==> src/rtl/conv_arbiter.sv <==
// conv_arbiter
// Two-requester round-robin front end for one shared float-to-fixed converter.
// A grant in IDLE latches the winner's operand. ISSUE then clears and starts
// the converter. WAIT polls the converter's sticky ready flag under a timeout.
// RESP returns the result, or a timeout error, to the owning requester.
//
// Ports
//   i_clk, i_rst          clock; synchronous active-high reset
//   i_req_valid[1:0]      per-requester request
//   i_req_float0/1        IEEE-754 single operand of requester 0 / 1
//   o_req_ready[1:0]      one-cycle accept pulse to the granted requester
//   o_resp_valid[1:0]     one-cycle response pulse to the owner
//   o_resp_fxp            fixed-point result (held until the next response)
//   o_resp_err            timeout flag (held until the next response)
//   o_conv_start          start pulse to the converter
//   o_conv_clr            converter reset (also high while i_rst is high)
//   o_conv_float          registered converter operand
//   i_conv_fxp            converter result
//   i_conv_ready          converter done flag, sticky until o_conv_clr
module conv_arbiter #(
    parameter int TIMEOUT = 64
) (
    input  logic        i_clk,
    input  logic        i_rst,
    input  logic [1:0]  i_req_valid,
    input  logic [31:0] i_req_float0,
    input  logic [31:0] i_req_float1,
    output logic [1:0]  o_req_ready,
    output logic [1:0]  o_resp_valid,
    output logic [31:0] o_resp_fxp,
    output logic        o_resp_err,
    output logic        o_conv_start,
    output logic        o_conv_clr,
    output logic [31:0] o_conv_float,
    input  logic [31:0] i_conv_fxp,
    input  logic        i_conv_ready
);

    localparam int CW = (TIMEOUT > 1) ? $clog2(TIMEOUT) : 1;
    localparam logic [CW-1:0] CNT_LAST = CW'(TIMEOUT - 1);

    typedef enum logic [1:0] {
        S_IDLE  = 2'd0,
        S_ISSUE = 2'd1,
        S_WAIT  = 2'd2,
        S_RESP  = 2'd3
    } state_t;

    state_t        r_state;
    state_t        w_next;
    logic          r_last_grant;
    logic          r_owner;
    logic [CW-1:0] r_cnt;
    logic [31:0]   r_conv_float;
    logic [31:0]   r_resp_fxp;
    logic          r_resp_err;

    logic          w_grant;
    logic          w_req_any;
    logic          w_hit;
    logic          w_timeout;

    assign w_req_any = |i_req_valid;

    // A lone requester always wins; on a tie the one not served last wins.
    always_comb begin
        w_grant = 1'b0;
        if (i_req_valid == 2'b10)
            w_grant = 1'b1;
        else if (i_req_valid == 2'b11)
            w_grant = ~r_last_grant;
    end

    // At count 0 the converter's sticky flag may still show the previous job.
    assign w_hit     = (r_cnt != '0) && i_conv_ready;
    assign w_timeout = (r_cnt == CNT_LAST);

    // State register
    always_ff @(posedge i_clk) begin
        if (i_rst)
            r_state <= S_IDLE;
        else
            r_state <= w_next;
    end

    // Next-state logic
    always_comb begin
        w_next = r_state;
        case (r_state)
            S_IDLE:  if (w_req_any) w_next = S_ISSUE;
            S_ISSUE: w_next = S_WAIT;
            S_WAIT:  if (w_hit || w_timeout) w_next = S_RESP;
            S_RESP:  w_next = S_IDLE;
            default: w_next = S_IDLE;
        endcase
    end

    // Outputs; everything is forced quiet during reset except the converter clear.
    always_comb begin
        o_req_ready  = 2'b00;
        o_resp_valid = 2'b00;
        o_conv_start = 1'b0;
        o_conv_clr   = i_rst;
        o_conv_float = i_rst ? 32'd0 : r_conv_float;
        o_resp_fxp   = i_rst ? 32'd0 : r_resp_fxp;
        o_resp_err   = i_rst ? 1'b0  : r_resp_err;
        if (!i_rst) begin
            case (r_state)
                S_IDLE: begin
                    if (w_req_any) o_req_ready[w_grant] = 1'b1;
                end
                S_ISSUE: begin
                    o_conv_start = 1'b1;
                    o_conv_clr   = 1'b1;
                end
                S_RESP: o_resp_valid[r_owner] = 1'b1;
                default: ;
            endcase
        end
    end

    // Datapath registers
    always_ff @(posedge i_clk) begin
        if (i_rst) begin
            r_last_grant <= 1'b1;
            r_owner      <= 1'b0;
            r_cnt        <= '0;
            r_conv_float <= 32'd0;
            r_resp_fxp   <= 32'd0;
            r_resp_err   <= 1'b0;
        end else begin
            case (r_state)
                S_IDLE: begin
                    if (w_req_any) begin
                        r_owner      <= w_grant;
                        r_conv_float <= w_grant ? i_req_float1 : i_req_float0;
                    end
                end
                S_ISSUE: r_cnt <= '0;
                S_WAIT: begin
                    // Ready takes priority over the timeout on the last cycle.
                    if (w_hit) begin
                        r_resp_fxp <= i_conv_fxp;
                        r_resp_err <= 1'b0;
                    end else if (w_timeout) begin
                        r_resp_fxp <= 32'd0;
                        r_resp_err <= 1'b1;
                    end else begin
                        r_cnt <= r_cnt + CW'(1);
                    end
                end
                S_RESP: r_last_grant <= r_owner;
                default: ;
            endcase
        end
    end

endmodule

==> config.mk <==
export PLATFORM = sky130hd
export DESIGN_NAME = conv_arbiter
export DESIGN_NICKNAME = d
export VERILOG_FILES = /design/src/rtl/conv_arbiter.sv
export SDC_FILE = /design/constraint.sdc
export NUM_CORES = 1
export LEC_CHECK = 0
export ABC_AREA = 1
export BUFFER_PORTS_ARGS = -buffer_cell sky130_fd_sc_hd__buf_2
export CAP_MARGIN = 25
export CORE_MARGIN = 5
export CORE_UTILIZATION = 47
export DETAILED_ROUTE_END_ITERATION = 10
export PLACE_DENSITY_LB_ADDON = 0.1
export SLEW_MARGIN = 25
export SYNTH_ARGS = -nofsm -noshare
export SYNTH_HDL_FRONTEND = slang
export SYNTH_SLANG_ARGS = --single-unit
==> constraint.sdc <==
create_clock -name i_clk -period 1.61 [get_ports i_clk]
set_input_delay 0 -clock i_clk [delete_from_list [all_inputs] [get_ports i_clk]]
set_output_delay 0 -clock i_clk [all_outputs]
set_load 0.01 [all_outputs]
==> flow_metrics.tcl, run 1 <==
set metrics [dict create \
    fmax_mhz 645 \
    comb_power_share_pct 37.6 \
    min_to "r_conv_float[12]$_SDFFE_PP0P_" \
    post-route-drc-count 0 \
    ant_nets 0 \
    intPower_mw 3.69 \
    cts-buffers-inserted 9 \
    vias 4568 \
    grt_pass1_vias 4567 \
    place_congestion 0.892 \
    antenna_found_initial 0 \
    fin_worst_skew_ns 0.00949 \
    fin_cells 939 \
    area_growth_pct 56.7 \
    regToRegStartpoint "r_state[1]$_SDFFE_PP0P_" \
    ys_seq_elements 75 \
    finalCritPeriodShare_pct 96.3 \
    sw_frac_of_total_pct 35.8 \
    portBuffers 171 \
    grt_usage_pct 26.4 \
    globalRouteOverflowTotal 0 \
    nFillCells 569 \
    syn_inst 562 \
    n_antenna_cell 0 \
    drt_wl_total_um 13200 \
    synth-xor-area-share_pct 0 \
    crit-reg2reg-capture "r_conv_float[4]$_SDFFE_PP0P_" \
    status "finished clean" \
    layout-drive-gt1-share_pct 29.6 \
    seq_area_frac_synth_pct 39.8 \
    synth_nets 670 \
    die_area_um2 9910 \
    hold_violations 0 \
    clockBufferDepth 2 \
    critPathKind "reg2reg" \
    hold_depth 3 \
    clockPowerShare_pct 22.6 \
    grt_pass1_wl_um 21100 \
    synth_compound_area_share_pct 7.04 \
    period_needed_ns 1.55 \
    yosys.area_share.adder_pct 2.32 \
    p_total_mw 5.75 \
    clk_pin_slew_ns 0.07 \
    syn_area_um2 3770 \
    clock_sinks 75 \
    synth_mux_area_share_pct 0 \
    setup_violations 0 \
    clock_latency_ns 0.34 \
    synth-simple-area-share_pct 37.4 \
    layout_commonest_cell "buf_2" \
    slew_headroom_pct 71.3 \
    yosysTopAreaCellShare_pct 39.8 \
    place_area_um2 4680 \
    max-vdd-ir-drop_mv 0.578 \
    p_switching_mw 2.06 \
    start_kind "flip-flop" \
    final_net_count 940 \
    synth_cell_types 29 \
    synth_top_family_by_area "simple AND/OR/NAND/NOR gates" \
    p_seq_share_pct 39.8 \
    finalInstanceArea_um2 5900 \
    maxCapViolCount 0 \
    reg2regPathDepth 6 \
    ctsHtreeMaxLevel 3 \
    coreArea_um2 7770 \
    ys_top_cells_by_area "dfxtp_1 40%, nand2_1 15%, nor2_1 11%" \
    syn_avg_cell_area_um2 6.71 \
    yosysWarningCount 0 \
    hp-start "i_req_float1[12]" \
    hold_class "in2reg" \
    routedWlPerCell_um 14.0 \
    crit_arrival_ns 1.77 \
    grt_max_degree 40 \
    placementRows 32 \
    drtPass1Iterations 5 \
    power.leakage_nw 3.00 \
    layout_common_cells "171 x buf_2, 150 x nand2_1, 106 x nor2_1" \
    drt_iter0_markers 242 \
    via_per_inst 4.86 \
    slew_viol_final 0 \
    cp_max_fo 16 \
    finish.utilization_pct 76.0 \
    initial_core_util_pct 48.5 \
    die_w_um 99.5 \
    dp_cells 818 \
    root_buffer "clkbuf_8" \
    cts_tree "built" \
    power.density_nw_per_um2 973 \
    netlist.top_cell.by_area "dfxtp_1" \
    die_h_um 99.5 \
    worstMarginPinSlew_ns 0.428 \
    r2r_slack_ns 0.06 \
    ios 172 \
    cp.required_ns 1.82 \
    hpwlAfterDp_um 7700 \
    cp-end-kind "flip-flop" \
]
==> power by group through the flow <==
stage | clock network, mW | registers (mW) | logic (mW)
3_5_place_dp | 0 | 2.31 | 1.78
5_1_grt | 1.43 | 2.31 | 2.40
2_1_floorplan | 0 | 2.28 | 1.25
6_report | 1.30 | 2.29 | 2.16
4_1_cts | 1.34 | 2.27 | 2.02
3_3_place_gp | 0 | 2.29 | 1.75
==> per-layer routing <==
layer	vias up	part of all wire, %	track usage, %
met5	-	0	0
met4	0	3.2	13.9
met3	39	7.9	5.96
met2	215	50	45.9
met1	2053	39	30.0
li1	2261	-	-
==> Yosys cell counts, drive strengths merged <==
cell / count
a211oi: 1
o21ai: 1
nand4: 4
nand3: 56
a31oi: 4
a21oi: 9
nand3b: 1
a211o: 1
nand2: 157
ha: 7
dfxtp: 75
nor2: 112
inv: 87
buf: 22
clkbuf: 6
o31ai: 16
nor3: 3
==> final cells by class <==
cell class	instances	area [um2]	area share, %
repair buffers	287	1990	33.7
multi-input cells	372	1780	30.1
flip-flops and latches	75	1500	25.5
inverters	87	332	5.62
clock buffers	10	138	2.33
well taps	102	128	2.16
clock inverters	6	38.8	0.657
==> kinds of logic (layout without fill, tap and decap cells) <==
group	Yosys count	after routing
AO/OA/AOI/OAI	32	32
adder cells (fa/ha/maj)	7	7
buffers and inverters	115	390
flip-flops	75	75
AND/OR/NAND/NOR	333	333
==> worst max path at each step <==
stage	startpoint	cells past startpoint	slack, ns	endpoint
global placement	r_state[0]$_SDFFE_PP0P_	6	0.15	r_conv_float[1]$_SDFFE_PP0P_
floorplan	r_state[0]$_SDFFE_PP0P_	9	0.27	r_conv_float[20]$_SDFFE_PP0P_
detailed placement	r_state[0]$_SDFFE_PP0P_	6	0.02	r_conv_float[1]$_SDFFE_PP0P_
CTS	r_state[1]$_SDFFE_PP0P_	8	0.003	o_req_ready[0]
global route	r_cnt[0]$_SDFFE_PP0P_	8	-0.004	r_cnt[0]$_SDFFE_PP0P_
finish	r_state[1]$_SDFFE_PP0P_	6	0.06	r_conv_float[4]$_SDFFE_PP0P_
==> timing repair <==
action                                 CTS  global route
endpoints found under the hold margin   64             1
cloned                                   0             0
buffers inserted                         2             8
pin swaps                                1             1
resized for setup                        3             4
hold buffers                            94             1
setup endpoints to repair                2            20
==> sequential cells by signal, indices dropped and copies added (netlist names) <==
name	count
r_cnt	6
r_conv_float	32
r_last_grant	1
r_owner	1
r_resp_err	1
r_resp_fxp	32
r_state	2
==> stage by stage <==
step	hold slack (ns)	worst slack, ns	TNS [ns]
6_report	0.0461	0.0591	0
5_1_grt	0.0527	-0.00431	-0.00514
4_1_cts	0.00388	0.00291	0
3_5_place_dp	0.208	0.0225	0
3_3_place_gp	0.201	0.151	0
2_1_floorplan	0.113	0.275	0
==> worst max-delay path, stage by stage (launching register included) <==
cell and delay (ns):
dfxtp_2 0.34, inv_2 0.08, ha_4 0.14, inv_2 0.06, nor2_4 0.12, nand2_2 0.26
o31ai_1 0.43
Power figures use the tool's default switching activity.
==> run 2: changes to the inputs <==
--- a/config.mk
+++ b/config.mk
@@ -9,7 +9,8 @@
 export BUFFER_PORTS_ARGS = -buffer_cell sky130_fd_sc_hd__buf_2
 export CAP_MARGIN = 25
 export CORE_MARGIN = 5
-export CORE_UTILIZATION = 47
+export CORE_UTILIZATION = 49
+export CTS_BUF_LIST = sky130_fd_sc_hd__clkbuf_2
 export DETAILED_ROUTE_END_ITERATION = 10
 export PLACE_DENSITY_LB_ADDON = 0.1
 export SLEW_MARGIN = 25
==> run 2 against run 1 <==
Register-to-register slack better by 0.05 ns. Critical path depth unchanged. The flow now finishes with violations (setup timing). Via count up 4.2%. First-iteration DRC count up 1.2%. Utilization up 3.4 points. Non-clock buffer count up 7. Design area up 2.3%. Highest routed layer unchanged.
==> flow_metrics.tcl, run 2 (synthesis results as in run 1) <==
set metrics [dict create \
    status "finished, violations left" \
    violations "setup timing" \
    root_buffer "clkbuf_2" \
    clock_sinks 75 \
    final_net_count 947 \
    n_antenna_cell 0 \
    top_regs "r_conv_float (32), r_resp_fxp (32), r_cnt (6)" \
    dp_cells 817 \
    grt_max_degree 56 \
    hpwlAfterDp_um 7330 \
    drt_iter0_markers 245 \
    ctsHtreeMaxLevel 3 \
    maxCapViolCount 0 \
    placementRows 32 \
    dp_slack_ns 0.0366 \
    hp-start "i_req_valid[1]" \
    clockBufferDepth 2 \
    cts-buffers-inserted 9 \
    fin_setup_tns_ns -0.101 \
    crit_arrival_ns 1.66 \
    setup_slack_ns -0.0549 \
    hold_class "in2reg" \
    coreArea_um2 7610 \
    fin_cells 946 \
    setup_violations 2 \
    vias 4761 \
    slew_viol_final 0 \
    ios 172 \
    fmax_mhz 601 \
    critical_path_buf_inv_count 4 \
    cp-end-kind "primary output" \
    worstMarginPinSlew_ns 0.413 \
    die_w_um 97.7 \
    max-vdd-ir-drop_mv 0.599 \
    whs_ns 0.135 \
    cp_max_fo 2 \
    slew_headroom_pct 72.5 \
    finalCritPeriodShare_pct 103 \
    drt_wl_total_um 13800 \
    routedWlPerCell_um 14.6 \
    regToRegStartpoint "r_state[0]$_SDFFE_PP0P_" \
    post-route-drc-count 0 \
    path_cells "buf_4 -> buf_6 -> ha_4 -> inv_2 -> nor3_4 -> buf_2" \
    grt_pass1_wl_um 22100 \
    nFillCells 533 \
    area_growth_pct 60.3 \
    start_kind "flip-flop" \
    place_congestion 0.914 \
    grt_usage_pct 28.1 \
    cp-startpoint "r_state[0]$_SDFFE_PP0P_" \
    layout-drive-gt1-share_pct 30.8 \
    globalRouteOverflowTotal 0 \
    ant_nets 0 \
    via_per_inst 5.03 \
    cp.required_ns 1.61 \
    period_needed_ns 1.66 \
    clock_latency_ns 0.53 \
    critPathMaxStageDelay_ns 0.39 \
    drtPass1Iterations 6 \
    die_h_um 97.7 \
    cts_tree "built" \
    fin_worst_skew_ns 0.0315 \
    slowest_stage "dfxtp_2" \
    initial_core_util_pct 49.5 \
    critPathTopFamily "buffers and inverters" \
    layout_common_cells "169 x buf_2, 149 x nand2_1, 106 x nor2_1" \
    antenna_found_initial 0 \
    critPathKind "reg2out" \
    rsz0062_at_grt "true" \
    power.leakage_nw 3.04 \
    p_total_mw 5.87 \
    grt_pass1_vias 4736 \
    hold_violations 0 \
    layout_commonest_cell "buf_2" \
    die_area_um2 9550 \
    power.density_nw_per_um2 972 \
    clk_pin_slew_ns 0.25 \
    portBuffers 171 \
]
[run 2: cell types whose count changed in the layout (fill, tap and decap cells not counted), moves of 3 or more]
cell	previous run	this run
buf_4	19	16
buf_6	0	5
clkbuf_2	0	9
clkbuf_8	10	0
clkinv_2	3	0
dlygate4sd3_1	95	101
ha_1	6	3
ha_4	1	4
inv_1	77	74
[run 2: routing by layer]
| layer | vias to the layer above | GRT usage, % | wire length, um |
|---|---|---|---|
| met1 | 2153 | 30.1 | 5130 |
| met5 | - | 0 | 0 |
| met2 | 279 | 49.4 | 6790 |
| met4 | 0 | 16.4 | 655 |
| li1 | 2269 | - | - |
| met3 | 60 | 7.75 | 1190 |
[run 2: path summary, 6_finish.rpt]
kind / to / slack, ns / cells past startpoint
min: r_conv_float[16]$_SDFFE_PP0P_ / 0.14 / 7
max: o_resp_valid[0] / -0.05 / 6
min reg2reg: r_resp_err$_SDFFE_PP0P_ / 0.50 / 2
max reg2reg: r_conv_float[5]$_SDFFE_PP0P_ / 0.11 / 7
[run 2: repair_timing]
| item | in CTS | in global routing |
|---|---|---|
| hold endpoints to repair | 73 | 0 |
| hold buffers | 101 | 0 |
| pin swaps | 5 | 5 |
| endpoints found under the setup margin | 10 | 53 |
| buffers inserted | 10 | 2 |
| resized for setup | 13 | 19 |
[run 2: stage by stage]
stage	cell area [um2]	utilization [%]
after floorplan	3770	-
after global placement	4690	61.6
after detailed placement	4690	61.6
after CTS	5950	78.2
after global routing	6040	79.4
final	6040	79.4
[run 2: final cells by class]
cell class / instances / area (um2) / share of cell area, %
Multi-Input combinational cell: 372 / 1850 / 30.6
Timing Repair Buffer: 294 / 2090 / 34.7
Inverter: 87 / 334 / 5.53
Tap cell: 102 / 128 / 2.11
Clock inverter: 7 / 83.8 / 1.39
Clock buffer: 9 / 45.0 / 0.746
Sequential cell: 75 / 1510 / 25.0
[run 2: report_power, final]
| group | internal [mW] | switching (mW) |
|---|---|---|
| registers | 2.17 | 0.119 |
| clock network | 0.387 | 0.751 |
| logic | 1.07 | 1.38 |
[run 2: tightest hold or removal path: stages]
cell and delay, ns:
buf_2 0.10, nor2_2 0.06, nor2_4 0.13, inv_4 0.05, buf_4 0.17, nand2_1 0.06, nand3_1 0.06
==> run 3: changes to the inputs <==
--- a/config.mk
+++ b/config.mk
@@ -17,3 +17,4 @@
 export SYNTH_ARGS = -nofsm -noshare
 export SYNTH_HDL_FRONTEND = slang
 export SYNTH_SLANG_ARGS = --single-unit
+export TNS_END_PERCENT = 10
==> run 3 against run 2 <==
The flow still finishes with violations (setup timing). Global-route usage unchanged. Via count shrank 1.3%. First-iteration DRC count shrank 16%. Count of clock-buffer cells in the layout is the same. Combinational power shrank 4%. Sequential share of layout area increased by 0.23 points. Largest cell class unchanged.
==> flow_metrics.tcl, run 3 (synthesis results as in run 1) <==
set metrics [dict create \
    grt_use_met2_pct 49.4 \
    critPathTopFamily "flip-flops" \
    setup_violations 2 \
    top_regs "r_conv_float (32), r_resp_fxp (32), r_cnt (6)" \
    ctsHtreeMaxLevel 3 \
    busiest_layer "met2" \
    worstMarginPinSlew_ns 0.410 \
    fin_cells 945 \
    sw_frac_of_total_pct 38.3 \
    hp-start "i_req_valid[1]" \
    reg2regPathDepth 8 \
    via_per_inst 4.97 \
    period_needed_ns 1.66 \
    fin_setup_tns_ns -0.0647 \
    ant_nets 0 \
    r2r_slack_ns 0.08 \
    vias 4699 \
    hold_violations 0 \
    critPathKind "reg2out" \
    p_seq_share_pct 39.5 \
    cts_tree "built" \
    hpwlAfterDp_um 7330 \
    regToRegStartpoint "r_state[0]$_SDFFE_PP0P_" \
    crit_arrival_ns 1.66 \
    clock_latency_ns 0.54 \
    slew_headroom_pct 72.7 \
    critical_path_buf_inv_count 5 \
    cts-buffers-inserted 9 \
    clock_sinks 75 \
    intPower_mw 3.57 \
    ios 172 \
    crit-reg2reg-capture "r_resp_fxp[30]$_SDFFE_PP0P_" \
    clk_pin_slew_ns 0.25 \
    portBuffers 171 \
    drt_wl_total_um 13700 \
    cp-end-kind "primary output" \
    p_total_mw 5.78 \
    antenna_found_initial 0 \
    multiInputGateArea_um2 1810 \
    n_antenna_cell 0 \
    initial_core_util_pct 49.5 \
    drtPass1Iterations 7 \
    final_net_count 946 \
    status "finished, violations left" \
    dp_slack_ns 0.0366 \
    layout_common_cells "169 x buf_2, 150 x nand2_1, 106 x nor2_1" \
    cp.required_ns 1.61 \
    power.density_nw_per_um2 966 \
    die_w_um 97.7 \
    nFillCells 543 \
    critPathMaxStageDelay_ns 0.38 \
    min_to "r_conv_float[16]$_SDFFE_PP0P_" \
    comb_power_share_pct 40.7 \
    register_area_um2 1510 \
    area_growth_pct 58.8 \
    start_kind "flip-flop" \
    grt_pass1_vias 4736 \
    violations "setup timing" \
    max-vdd-ir-drop_mv 0.607 \
    hold_class "in2reg" \
    fmax_mhz 601 \
    finalInstanceArea_um2 5980 \
    cp_max_fo 2 \
    place_area_um2 4690 \
    drt_iter0_markers 205 \
    clockPowerShare_pct 19.8 \
    grt_max_degree 56 \
    globalRouteOverflowTotal 0 \
    path_cells "inv_2 -> ha_4 -> inv_4 -> nor2_4 -> inv_4 -> nor3_4 -> buf_6 -> buf_6" \
    layout_commonest_cell "buf_2" \
    layout-drive-gt1-share_pct 30.4 \
    grt_use_met1_pct 30.1 \
    post-route-drc-count 0 \
    fin_worst_skew_ns 0.0325 \
    setup_slack_ns -0.0548 \
    routedWlPerCell_um 14.5 \
    dp_cells 817 \
    slew_viol_final 0 \
    grt_usage_pct 28.1 \
    finalCritPeriodShare_pct 103 \
    met3_usage_pct 7.75 \
    maxCapViolCount 0 \
    slowest_stage "dfxtp_2" \
    die_area_um2 9550 \
    power.leakage_nw 3.03 \
    clockBufferDepth 2 \
    coreArea_um2 7610 \
    rsz0062_at_grt "true" \
    grt_pass1_wl_um 22100 \
    root_buffer "clkbuf_2" \
    placementRows 32 \
    p_switching_mw 2.21 \
    place_congestion 0.914 \
    hold_depth 7 \
    die_h_um 97.7 \
]
==> run 3: cell types whose count changed in the layout (fill, tap and decap cells not counted) <==
cell and change:
nor3_2 +1, buf_6 -2, ha_2 +2, nand2_2 -1
buf_4 +1, nand2_1 +1, nor3_4 -1, inv_1 +1
ha_4 -3, inv_2 -1, ha_1 +1
==> run 3: layout make-up <==
class | count | share of cell area, %
Multi-Input combinational cell | 372 | 30.2
Tap cell | 102 | 2.13
Clock buffer | 9 | 0.753
Inverter | 87 | 5.58
Timing Repair Buffer | 293 | 34.7
Sequential cell | 75 | 25.2
Clock inverter | 7 | 1.40
==> run 3: how the worst max path moves through the flow <==
stage | start | endpoint | slack [ns] | depth (start not counted)
2_1_floorplan | r_state[0]$_SDFFE_PP0P_ | r_conv_float[20]$_SDFFE_PP0P_ | 0.27 | 9
3_3_place_gp | r_state[0]$_SDFFE_PP0P_ | r_conv_float[0]$_SDFFE_PP0P_ | 0.08 | 6
3_5_place_dp | r_state[0]$_SDFFE_PP0P_ | r_conv_float[0]$_SDFFE_PP0P_ | 0.04 | 6
4_1_cts | r_state[0]$_SDFFE_PP0P_ | o_req_ready[0] | -0.09 | 8
5_1_grt | r_state[0]$_SDFFE_PP0P_ | o_req_ready[0] | -0.16 | 8
6_report | r_state[0]$_SDFFE_PP0P_ | o_req_ready[0] | -0.05 | 8
==> run 3: repair_timing <==
action | in CTS | in global routing
hold buffers | 101 | 0
buffers inserted | 10 | 1
endpoints found under the setup margin | 10 | 53
hold endpoints to repair | 73 | 0
pin swaps | 5 | 2
gates resized for setup | 13 | 10
==> run 3: worst min-delay path: stages <==
cell and delay, ns:
buf_2 0.09, nor2_2 0.05, nor2_4 0.13, inv_4 0.05, buf_4 0.17, nand2_1 0.06
nand3_1 0.06
==> run 3: metal layers <==
layer	vias to the layer above	wire [um]
met5	-	0
met4	0	644
met3	58	1190
met2	262	6820
met1	2112	5050
li1	2267	-
==> run 3: power groups by stage <==
stage                     sequential, mW  combinational (mW)  clock [mW]
after floorplan                     2.28                1.25           0
after CTS                           2.26                2.19        1.16
after global placement              2.30                1.76           0
final                               2.28                2.35        1.15
after detailed placement            2.31                1.78           0
after global routing                2.31                2.58        1.23
==> run 3: per-stage QoR <==
stage	hold slack (ns)	utilization (%)
after global placement	0.197	61.6
after detailed placement	0.201	61.6
final	0.113	78.7
after floorplan	0.113	-
after CTS	0.0854	78.2
after global routing	0.117	78.7
